[src/rtl/pwd_pkg.sv]
// pwd_pkg: shared lock types and digit geometry
package pwd_pkg;
  localparam int PWD_DIGITS = 3;
  localparam int DIGIT_W = 4;
  localparam logic [DIGIT_W-1:0] BLANK_NIBBLE = 4'hF;
  typedef enum logic [2:0] {IDLE, D0, D1, D2, WAIT_CONF, PASS, FAIL, LOCK} state_t;
endpackage

[src/rtl/pwd_check_if.sv]
// pwd_check_if: keypad/password inputs and verification results
interface pwd_check_if;
  import pwd_pkg::*;
  logic check;
  logic confirm;
  logic keyboard_en;
  logic [DIGIT_W-1:0] keyboard_num;
  logic setend;
  logic [PWD_DIGITS*DIGIT_W-1:0] setnum;
  logic [PWD_DIGITS*DIGIT_W-1:0] entered;
  logic [PWD_DIGITS-1:0] seat;
  logic pass_led;
  logic fail_led;
  logic alarm;
  logic [1:0] tries_left;
  modport master (
    output check, confirm, keyboard_en, keyboard_num, setend, setnum,
    input entered, seat, pass_led, fail_led, alarm, tries_left
  );
  modport slave (
    input check, confirm, keyboard_en, keyboard_num, setend, setnum,
    output entered, seat, pass_led, fail_led, alarm, tries_left
  );
endinterface

[src/rtl/lock_timer.sv]
// lock_timer: one-shot countdown; done while the count sits at zero
module lock_timer #(
  parameter int LOCK_CYCLES = 100_000_000
) (
  input  logic clk,
  input  logic rst,
  input  logic start,
  output logic done
);
  localparam int W = $clog2(LOCK_CYCLES);
  logic [W-1:0] cnt;
  // load on start, then count down to zero and hold
  always_ff @(posedge clk or posedge rst)
    if (rst) cnt <= '0;
    else if (start) cnt <= W'(LOCK_CYCLES - 1);
    else if (cnt != '0) cnt <= cnt - 1'b1;
  assign done = cnt == '0;
endmodule

[src/rtl/pwd_check.sv]
// pwd_check: collects a 3-digit attempt, compares with stored password, locks out after repeated failures
module pwd_check
  import pwd_pkg::*;
#(
  parameter int MAX_TRIES = 3,
  parameter int LOCK_CYCLES = 100_000_000
) (
  input logic clk,
  input logic rst,
  pwd_check_if.slave bus
);
  state_t st, nxt;
  logic [1:0] fail_cnt, fail_nxt, fail_inc, idx;
  logic [PWD_DIGITS*DIGIT_W-1:0] entered;
  logic [PWD_DIGITS-1:0] seat;
  logic clr, wr, done;
  assign fail_inc = fail_cnt + 2'd1;
  assign idx = st == D0 ? 2'd2 : st == D1 ? 2'd1 : 2'd0;
  assign bus.entered = entered;
  assign bus.seat = seat;
  assign bus.tries_left = 2'(MAX_TRIES) - fail_cnt;
  lock_timer #(.LOCK_CYCLES(LOCK_CYCLES)) u_timer (
    .clk(clk),
    .rst(rst),
    .start(nxt == LOCK && st != LOCK),
    .done(done)
  );
  // next state with priority setend abort > check restart > confirm > digit strobe
  always_comb begin
    nxt = st;
    fail_nxt = fail_cnt;
    clr = 1'b0;
    wr = 1'b0;
    case (st)
      IDLE: if (bus.check && bus.setend) begin nxt = D0; clr = 1'b1; end
      LOCK: if (done) begin nxt = IDLE; fail_nxt = '0; end
      default:
        if (!bus.setend) begin nxt = IDLE; clr = 1'b1; end
        else if (bus.check) begin nxt = D0; clr = 1'b1; end
        else if (st == WAIT_CONF && bus.confirm) begin
          fail_nxt = entered == bus.setnum ? 2'd0 : fail_inc;
          nxt = entered == bus.setnum ? PASS : fail_inc == 2'(MAX_TRIES) ? LOCK : FAIL;
        end
        else if (bus.keyboard_en && (st == D0 || st == D1 || st == D2)) begin
          wr = 1'b1;
          nxt = st == D0 ? D1 : st == D1 ? D2 : WAIT_CONF;
        end
    endcase
  end
  // state, failure count and registered Moore indications
  always_ff @(posedge clk or posedge rst)
    if (rst) begin
      st <= IDLE;
      fail_cnt <= '0;
      bus.pass_led <= 1'b0;
      bus.fail_led <= 1'b0;
      bus.alarm <= 1'b0;
    end else begin
      st <= nxt;
      fail_cnt <= fail_nxt;
      bus.pass_led <= nxt == PASS;
      bus.fail_led <= nxt == FAIL;
      bus.alarm <= nxt == LOCK;
    end
  // entry buffer: blanked on restart/abort, one nibble per accepted digit
  always_ff @(posedge clk or posedge rst)
    if (rst) begin
      entered <= {PWD_DIGITS{BLANK_NIBBLE}};
      seat <= '1;
    end else if (clr) begin
      entered <= {PWD_DIGITS{BLANK_NIBBLE}};
      seat <= '1;
    end else if (wr) begin
      entered[idx*DIGIT_W +: DIGIT_W] <= bus.keyboard_num;
      seat[idx] <= 1'b0;
    end
endmodule

[src/flat_wrapper.sv]
// flat-port wrapper written by rule: the top's interface ports become plain ports
module pwd_check_flat import pwd_pkg::*;
#(
  parameter int MAX_TRIES = 3,
  parameter int LOCK_CYCLES = 100_000_000
)
  (clk, rst, bus_check, bus_confirm, bus_keyboard_en, bus_keyboard_num, bus_setend, bus_setnum, bus_entered, bus_seat, bus_pass_led, bus_fail_led, bus_alarm, bus_tries_left);
  pwd_check_if bus_i ();
  input logic clk;
  input logic rst;
  input wire logic [$bits(bus_i.check)-1:0] bus_check;
  input wire logic [$bits(bus_i.confirm)-1:0] bus_confirm;
  input wire logic [$bits(bus_i.keyboard_en)-1:0] bus_keyboard_en;
  input wire logic [$bits(bus_i.keyboard_num)-1:0] bus_keyboard_num;
  input wire logic [$bits(bus_i.setend)-1:0] bus_setend;
  input wire logic [$bits(bus_i.setnum)-1:0] bus_setnum;
  output wire logic [$bits(bus_i.entered)-1:0] bus_entered;
  output wire logic [$bits(bus_i.seat)-1:0] bus_seat;
  output wire logic [$bits(bus_i.pass_led)-1:0] bus_pass_led;
  output wire logic [$bits(bus_i.fail_led)-1:0] bus_fail_led;
  output wire logic [$bits(bus_i.alarm)-1:0] bus_alarm;
  output wire logic [$bits(bus_i.tries_left)-1:0] bus_tries_left;
  assign bus_i.check = bus_check;
  assign bus_i.confirm = bus_confirm;
  assign bus_i.keyboard_en = bus_keyboard_en;
  assign bus_i.keyboard_num = bus_keyboard_num;
  assign bus_i.setend = bus_setend;
  assign bus_i.setnum = bus_setnum;
  assign bus_entered = bus_i.entered;
  assign bus_seat = bus_i.seat;
  assign bus_pass_led = bus_i.pass_led;
  assign bus_fail_led = bus_i.fail_led;
  assign bus_alarm = bus_i.alarm;
  assign bus_tries_left = bus_i.tries_left;
  pwd_check #(.MAX_TRIES(MAX_TRIES), .LOCK_CYCLES(LOCK_CYCLES)) u_core (.clk(clk), .rst(rst), .bus(bus_i));
endmodule
[config.mk]
export PLATFORM = sky130hd
export DESIGN_NAME = pwd_check_flat
export DESIGN_NICKNAME = d
export VERILOG_FILES = /design/src/rtl/pwd_pkg.sv /design/src/rtl/pwd_check_if.sv /design/src/rtl/lock_timer.sv /design/src/rtl/pwd_check.sv /design/src/flat_wrapper.sv
export SDC_FILE = /design/constraint.sdc
export NUM_CORES = 1
export LEC_CHECK = 0
export ABC_CLOCK_PERIOD_IN_PS = 3100
export BUFFER_PORTS_ARGS = -buffer_cell sky130_fd_sc_hd__buf_2
export CAP_MARGIN = 20
export CORE_MARGIN = 2
export CORE_UTILIZATION = 60
export DETAILED_ROUTE_END_ITERATION = 8
export PLACE_DENSITY = 0.84
export SLEW_MARGIN = 30
export SYNTH_ARGS = -nofsm -noshare
export SYNTH_HDL_FRONTEND = slang
export SYNTH_SLANG_ARGS = --single-unit
[constraint.sdc]
create_clock -name clk -period 3.1 [get_ports clk]
set_input_delay 0.62 -clock clk [delete_from_list [all_inputs] [get_ports clk]]
set_output_delay 0.62 -clock clk [all_outputs]
set_load 0.1 [all_outputs]
== Yosys cells after proc, flatten, opt, wreduce, memory -nomap -nowiden ==
Cells that the tools add are included.
Cells by class
  add/sub/neg operators: 4
  $lt $le $gt $ge: 2
  eq/ne operators: 13
  shift operators: 2
  muxes and demuxes: 37
  bitwise logic cells: 3
  reduce and logical (&&, ||, !) cells: 16
Operators with widths (number)
  27-bit two-way mux: 2
  4-bit negation with 34-bit output: 1
  4-bit by 34-bit variable shift with 12-bit output (first input constant): 1
  4-bit by 34-bit variable part select with 12-bit output: 1
  3-bit two-way mux: 11
  27-bit logical NOT: 1
  27-bit nonzero test: 1
  27-bit by 1-bit subtractor with 27-bit output (second input constant): 1
  12-bit two-way mux: 2
  3-bit equality test (second input constant): 5
  12-bit bitwise mux: 1
  12-bit equality test: 1
  2-bit two-way mux: 6
  1-bit two-way mux: 11
  2-bit nonzero test: 4
  3-bit by 2-bit equality test with 1-bit output (second input constant): 2
  3-bit one-hot mux with 2 select lines: 1
  1-bit logical AND: 5
  5-bit AND reduction: 1
  2-bit by 1-bit inequality test with 1-bit output (second input constant): 2
  2-bit one-hot mux with 2 select lines: 1
  3-bit AND: 1
  3-bit by 1-bit equality test with 1-bit output (second input constant): 1
  3-bit logical NOT: 1
  other kinds (12): 13
Word-level totals
  register bits: 50
  input port bits: 22
  output and inout port bits: 20
  word-level logic and storage cells: 85

== Longest topological paths before layout ==
  depth in word-level cells: 12
  gate-level depth with buffers: 9
  depth with buffers taken out: 8

== Hierarchy ==
From an unflattened synthesis, not the netlist that was laid out.
Unflattened totals
  cells, all modules: 293
  area total of the unflattened synthesis: 2827.7 sq um
Modules (own cells, without submodules)
  lock_timer: times used 1, cells an instance 152, area each 1442.6 sq um, seq. area each 675.6 sq um
  pwd_check: times used 1, cells an instance 141, area each 1385.1 sq um, seq. area each 594.3 sq um

== Least setup slack after synthesis ==
OpenSTA, ideal clock, no wires.
  path kind: reg-to-reg
  start: reg u_core.entered[8] (netlist: u_core.bus.entered[8])
  end: reg u_core.u_timer.cnt[7]
  library setup time: 0.145 ns
  data arrival time: 2.144 ns
  data required time: 2.955 ns
  setup slack: 0.811 ns
  stages on the path, launching flop included: 8
  path buffers: 1
  period minus slack after synthesis: 2.289 ns
  path through: dfstp_2 xor2_1 nor4_1 nand3_1 nor2_1 nand4b_1 clkbuf_1 o211ai_1
On the way
  longest elaborated chain between the ends: 9
  elaborated cells on any way between the ends: 10
  classes of those cells: eq/ne (2); mux (6); reduce/logical (2)
RTL lines
  start, declared: RTL line pwd_check.sv:14  | logic [PWD_DIGITS*DIGIT_W-1:0] entered;
  start signal, assigned: RTL line pwd_check.sv:68  | entered <= {PWD_DIGITS{BLANK_NIBBLE}};
  start signal, assigned: RTL line pwd_check.sv:71  | entered <= {PWD_DIGITS{BLANK_NIBBLE}};
  start signal, assigned by index: RTL line pwd_check.sv:74  | entered[idx*DIGIT_W +: DIGIT_W] <= bus.keyboard_num;
  12-bit equality test (*): RTL line pwd_check.sv:42  | nxt = entered == bus.setnum ? PASS : fail_inc == 2'(MAX_TRIES) ? LOCK : FAIL;
  3-bit two-way mux (*): RTL line pwd_check.sv:42
  3-bit two-way mux (*): RTL line pwd_check.sv:40  | else if (st == WAIT_CONF && bus.confirm) begin
  3-bit two-way mux (*): RTL line pwd_check.sv:39  | else if (bus.check) begin nxt = D0; clr = 1'b1; end
  3-bit two-way mux (*): RTL line pwd_check.sv:38  | if (!bus.setend) begin nxt = IDLE; clr = 1'b1; end
  3-bit one-hot mux with 2 select lines (*): RTL line pwd_check.sv:34  | case (st)
  3-bit equality test (*): RTL line pwd_check.sv:25  | .start(nxt == LOCK && st != LOCK),
  1-bit logical AND (*): RTL line pwd_check.sv:25
  27-bit two-way mux or 2-bit nonzero test (tied branches)
  end signal, assigned: RTL line lock_timer.sv:15  | else if (start) cnt <= W'(LOCK_CYCLES - 1);
  end signal, assigned: RTL line lock_timer.sv:16  | else if (cnt != '0) cnt <= cnt - 1'b1;
  end, declared: RTL line lock_timer.sv:11  | logic [W-1:0] cnt;
Every way passes the cells marked *; elsewhere a longest branch is shown, timed or not.
A chain may end at the register's enable or synchronous reset.

== Worst setup path in the final report ==
  start: reg u_core.u_timer.cnt[0]
  end: reg u_core.bus.pass_led
On the way
  longest elaborated chain between the ends: 4
RTL lines
  27-bit logical NOT: RTL line lock_timer.sv:17  | assign done = cnt == '0;
  3-bit two-way mux: RTL line pwd_check.sv:36  | LOCK: if (done) begin nxt = IDLE; fail_nxt = '0; end
  3-bit one-hot mux with 2 select lines: RTL line pwd_check.sv:34
  named net u_core.nxt[1]: RTL line pwd_check.sv:12  | state_t st, nxt;
  3-bit equality test: RTL line pwd_check.sv:61  | bus.pass_led <= nxt == PASS;
  end signal, assigned: RTL line pwd_check.sv:55  | bus.pass_led <= 1'b0;
  end signal, assigned: RTL line pwd_check.sv:61
  end, declared: RTL line pwd_check_if.sv:22  | output entered, seat, pass_led, fail_led, alarm, tries_left
The timed path passes the listed nets, and every way through them passes these cells.

==> impl_metrics.py <==
metrics = {
    "setup_path": {
        "cp-end-kind": "flip-flop",
        "start_kind": "flip-flop",
        "crit_required_ns": 3.31,
        "crit_fanout": 8,
        "path_class": "reg2reg",
        "crit_arrival_ns": 2.58,
    },
    "sta": {
        "tns_ns": 0,
        "setup_viol": 0,
        "fmaxAchievable_ghz": 0.423,
        "setup_ws_ns": 0.734,
        "drv_slew": 0,
        "hold_violations": 0,
        "period_share_pct": 76.3,
        "fin_crit_ns": 2.37,
        "maxSlewHeadroom_pct": 51.8,
        "rsz0062_at_grt": "false",
        "skew_ns": 0.00887,
        "tightestPinTransition_ns": 0.722,
    },
    "outcome": {
        "outcome": "complete, no violations",
    },
    "synthesis": {
        "synth_cell_type_count": 40,
        "avgSynthCellArea_um2": 9.36,
        "ys.warnings.count": 0,
        "ys_seq_elements": 50,
        "synth.net_count": 300,
        "synthCells": 276,
        "synth_ff_type": "dfrtp_1",
        "synth-edff-count": 0,
        "ys_async_sr_fraction_pct": 100,
        "yosysSeqAreaShare_pct": 49.2,
        "synth_area_um2": 2580,
    },
    "detailed_routing": {
        "drtPass1Iterations": 4,
        "num_vias": 2110,
        "wl_per_cell_um": 14.0,
        "drtIter0Drc": 152,
        "via_per_inst": 5.64,
        "drtAntennaViolNets": 0,
        "routed_wl_um": 5240,
        "drc": 0,
    },
    "global_routing": {
        "antenna_found_initial": 0,
        "first_global_vias": 2039,
        "grt_pass1_wl_um": 9080,
        "met2_usage_pct": 39.0,
        "grt_max_degree": 45,
        "grtUsageMet3_pct": 3.92,
        "grt_usage_pct": 23.4,
        "overflow": 0,
        "busiest_layer": "met2",
        "use_met1_pct": 30.4,
    },
    "pwr": {
        "swShare_pct": 27.2,
        "leakage_nw": 1.30,
        "clkPwrFrac_pct": 33.0,
        "fin_total_pwr_mw": 1.29,
        "seqPwrFrac_pct": 53.4,
        "vdd_drop_max_mv": 0.290,
        "combPwrFrac_pct": 13.6,
        "p_switching_mw": 0.350,
        "powerDensity_nw_per_um2": 431,
        "p_int_mw": 0.936,
    },
    "layout": {
        "final_cells": 374,
        "most-common-layout-cells": "55 x nand2_1, 41 x buf_2, 35 x dfrtp_1",
        "diodes": 0,
        "post-route-util_pct": 73.5,
        "area_growth_pct": 15.6,
        "final_common_cell": "nand2_1",
        "drive_gt1_share_pct": 23.5,
        "nets": 347,
    },
    "clocking": {
        "post_cts_buffers": 0,
        "htree_num_levels": 2,
        "cts_buffer_depth": 2,
        "path_clk_slew_ns": 0.08,
        "numCtsBuffers": 5,
        "cts_tree": "yes",
        "cts_root_buffer": "clkbuf_8",
        "insertion_delay_ns": 0.30,
        "ctsHoldBuffers": 0,
        "ctsResizeCount": 0,
        "clock_sinks": 50,
    },
    "placement": {
        "pre_cts_slack_ns": 0.748,
        "dp_cells": 366,
        "place_congestion": 0.846,
        "dp_hpwl_um": 3870,
        "io_buffers": 41,
    },
    "floorplanning": {
        "initial_core_util_pct": 63.6,
        "die_y_um": 69.6,
        "chipWidth_um": 69.6,
        "io_pins": 42,
        "dieArea_um2": 4840,
        "core_um2": 4060,
        "rows": 23,
    },
    "run": {
        "drv_cap": 0,
    },
    "worst_hold_path": {
        "worstHoldPathType": "in2async",
    },
}
-- registers in the layout, indices dropped and copies added, names as in the netlist --
register / cells
u_core.bus.alarm: 1
u_core.bus.entered: 12
u_core.bus.fail_led: 1
u_core.bus.pass_led: 1
u_core.bus.seat: 3
u_core.fail_cnt: 2
u_core.st: 3
u_core.u_timer.cnt: 27
-- Yosys cell counts, types with 5 or more instances --
| cell | count | area (um^2) |
|---|---|---|
| nand2_1 | 55 | 206 |
| xor2_1 | 25 | 219 |
| nor3_1 | 8 | 40.0 |
| nand3_1 | 23 | 115 |
| and2_1 | 7 | 43.8 |
| xnor2_1 | 10 | 87.6 |
| nor4_1 | 11 | 68.8 |
| nor2_1 | 19 | 71.3 |
| clkbuf_1 | 5 | 18.8 |
| dfrtp_1 | 35 | 876 |
| dfstp_2 | 15 | 394 |
| o21ai_0 | 9 | 45.0 |
| inv_1 | 7 | 26.3 |
-- logic make-up after synthesis --
| group | Yosys count | synth area share, % |
|---|---|---|
| buffers and inverters | 15 | 2.33 |
| adders and majority gates | 2 | 0.969 |
| DFF | 50 | 49.2 |
| xor gates and xnor gates | 35 | 11.9 |
| muxes | 4 | 1.55 |
| AOI/OAI and AO/OA | 25 | 6.15 |
| and+or+nand+nor | 145 | 28.0 |
-- area by class of cell --
class | instances | area [um^2]
Sequential cell | 50 | 1270
Multi-Input combinational cell | 211 | 1260
Fill cell | 302 | 1070
Timing Repair Buffer | 48 | 258
Clock buffer | 8 | 110
Tap cell | 50 | 62.6
Inverter | 7 | 27.5
-- critical path, stage by stage, from the launching register on --
cell	delay [ns]
dfrtp_1	0.42
inv_1	0.07
ha_1	0.15
nor3b_1	0.31
nand3_1	0.26
or3_1	0.55
nand2_1	0.20
o31ai_1	0.11
nor3_1	0.20
-- worst paths after layout --
check,startpoint,to,slack (ns),cells after the start
min reg2reg,u_core.bus.seat[1],u_core.bus.seat[1],0.46,2
min in group clk,u_core.bus.seat[1],u_core.bus.seat[1],0.46,2
max in group asynchronous,rst,u_core.bus.entered[9],2.05,3
max reg2reg,u_core.u_timer.cnt[0],u_core.bus.pass_led,0.73,8
max,u_core.u_timer.cnt[0],u_core.bus.pass_led,0.73,8
min,rst,u_core.bus.pass_led,0.40,2
-- power by group through the flow --
| stage | logic (mW) | registers (mW) | clock network, mW |
|---|---|---|---|
| after global routing | 0.187 | 0.689 | 0.464 |
| after detailed placement | 0.176 | 0.699 | 0 |
| after CTS | 0.176 | 0.686 | 0.435 |
| final | 0.175 | 0.686 | 0.425 |
| after floorplan | 0.0374 | 0.795 | 0 |
| after global placement | 0.173 | 0.697 | 0 |
-- stage by stage --
step | area, um^2 | hold slack [ns]
floorplan | 2580 | 0.446
global placement | 2870 | 0.449
detailed placement | 2870 | 0.452
CTS | 2980 | 0.464
global route | 2980 | 0.480
finish | 2980 | 0.404
-- per-layer routing --
layer / wire length [um] / up-vias
met5: 0 / -
met4: 88 / 0
met3: 224 / 7
met2: 2640 / 52
met1: 2290 / 1015
li1: - / 1036
No activity file was read; power rests on OpenSTA's default activity.
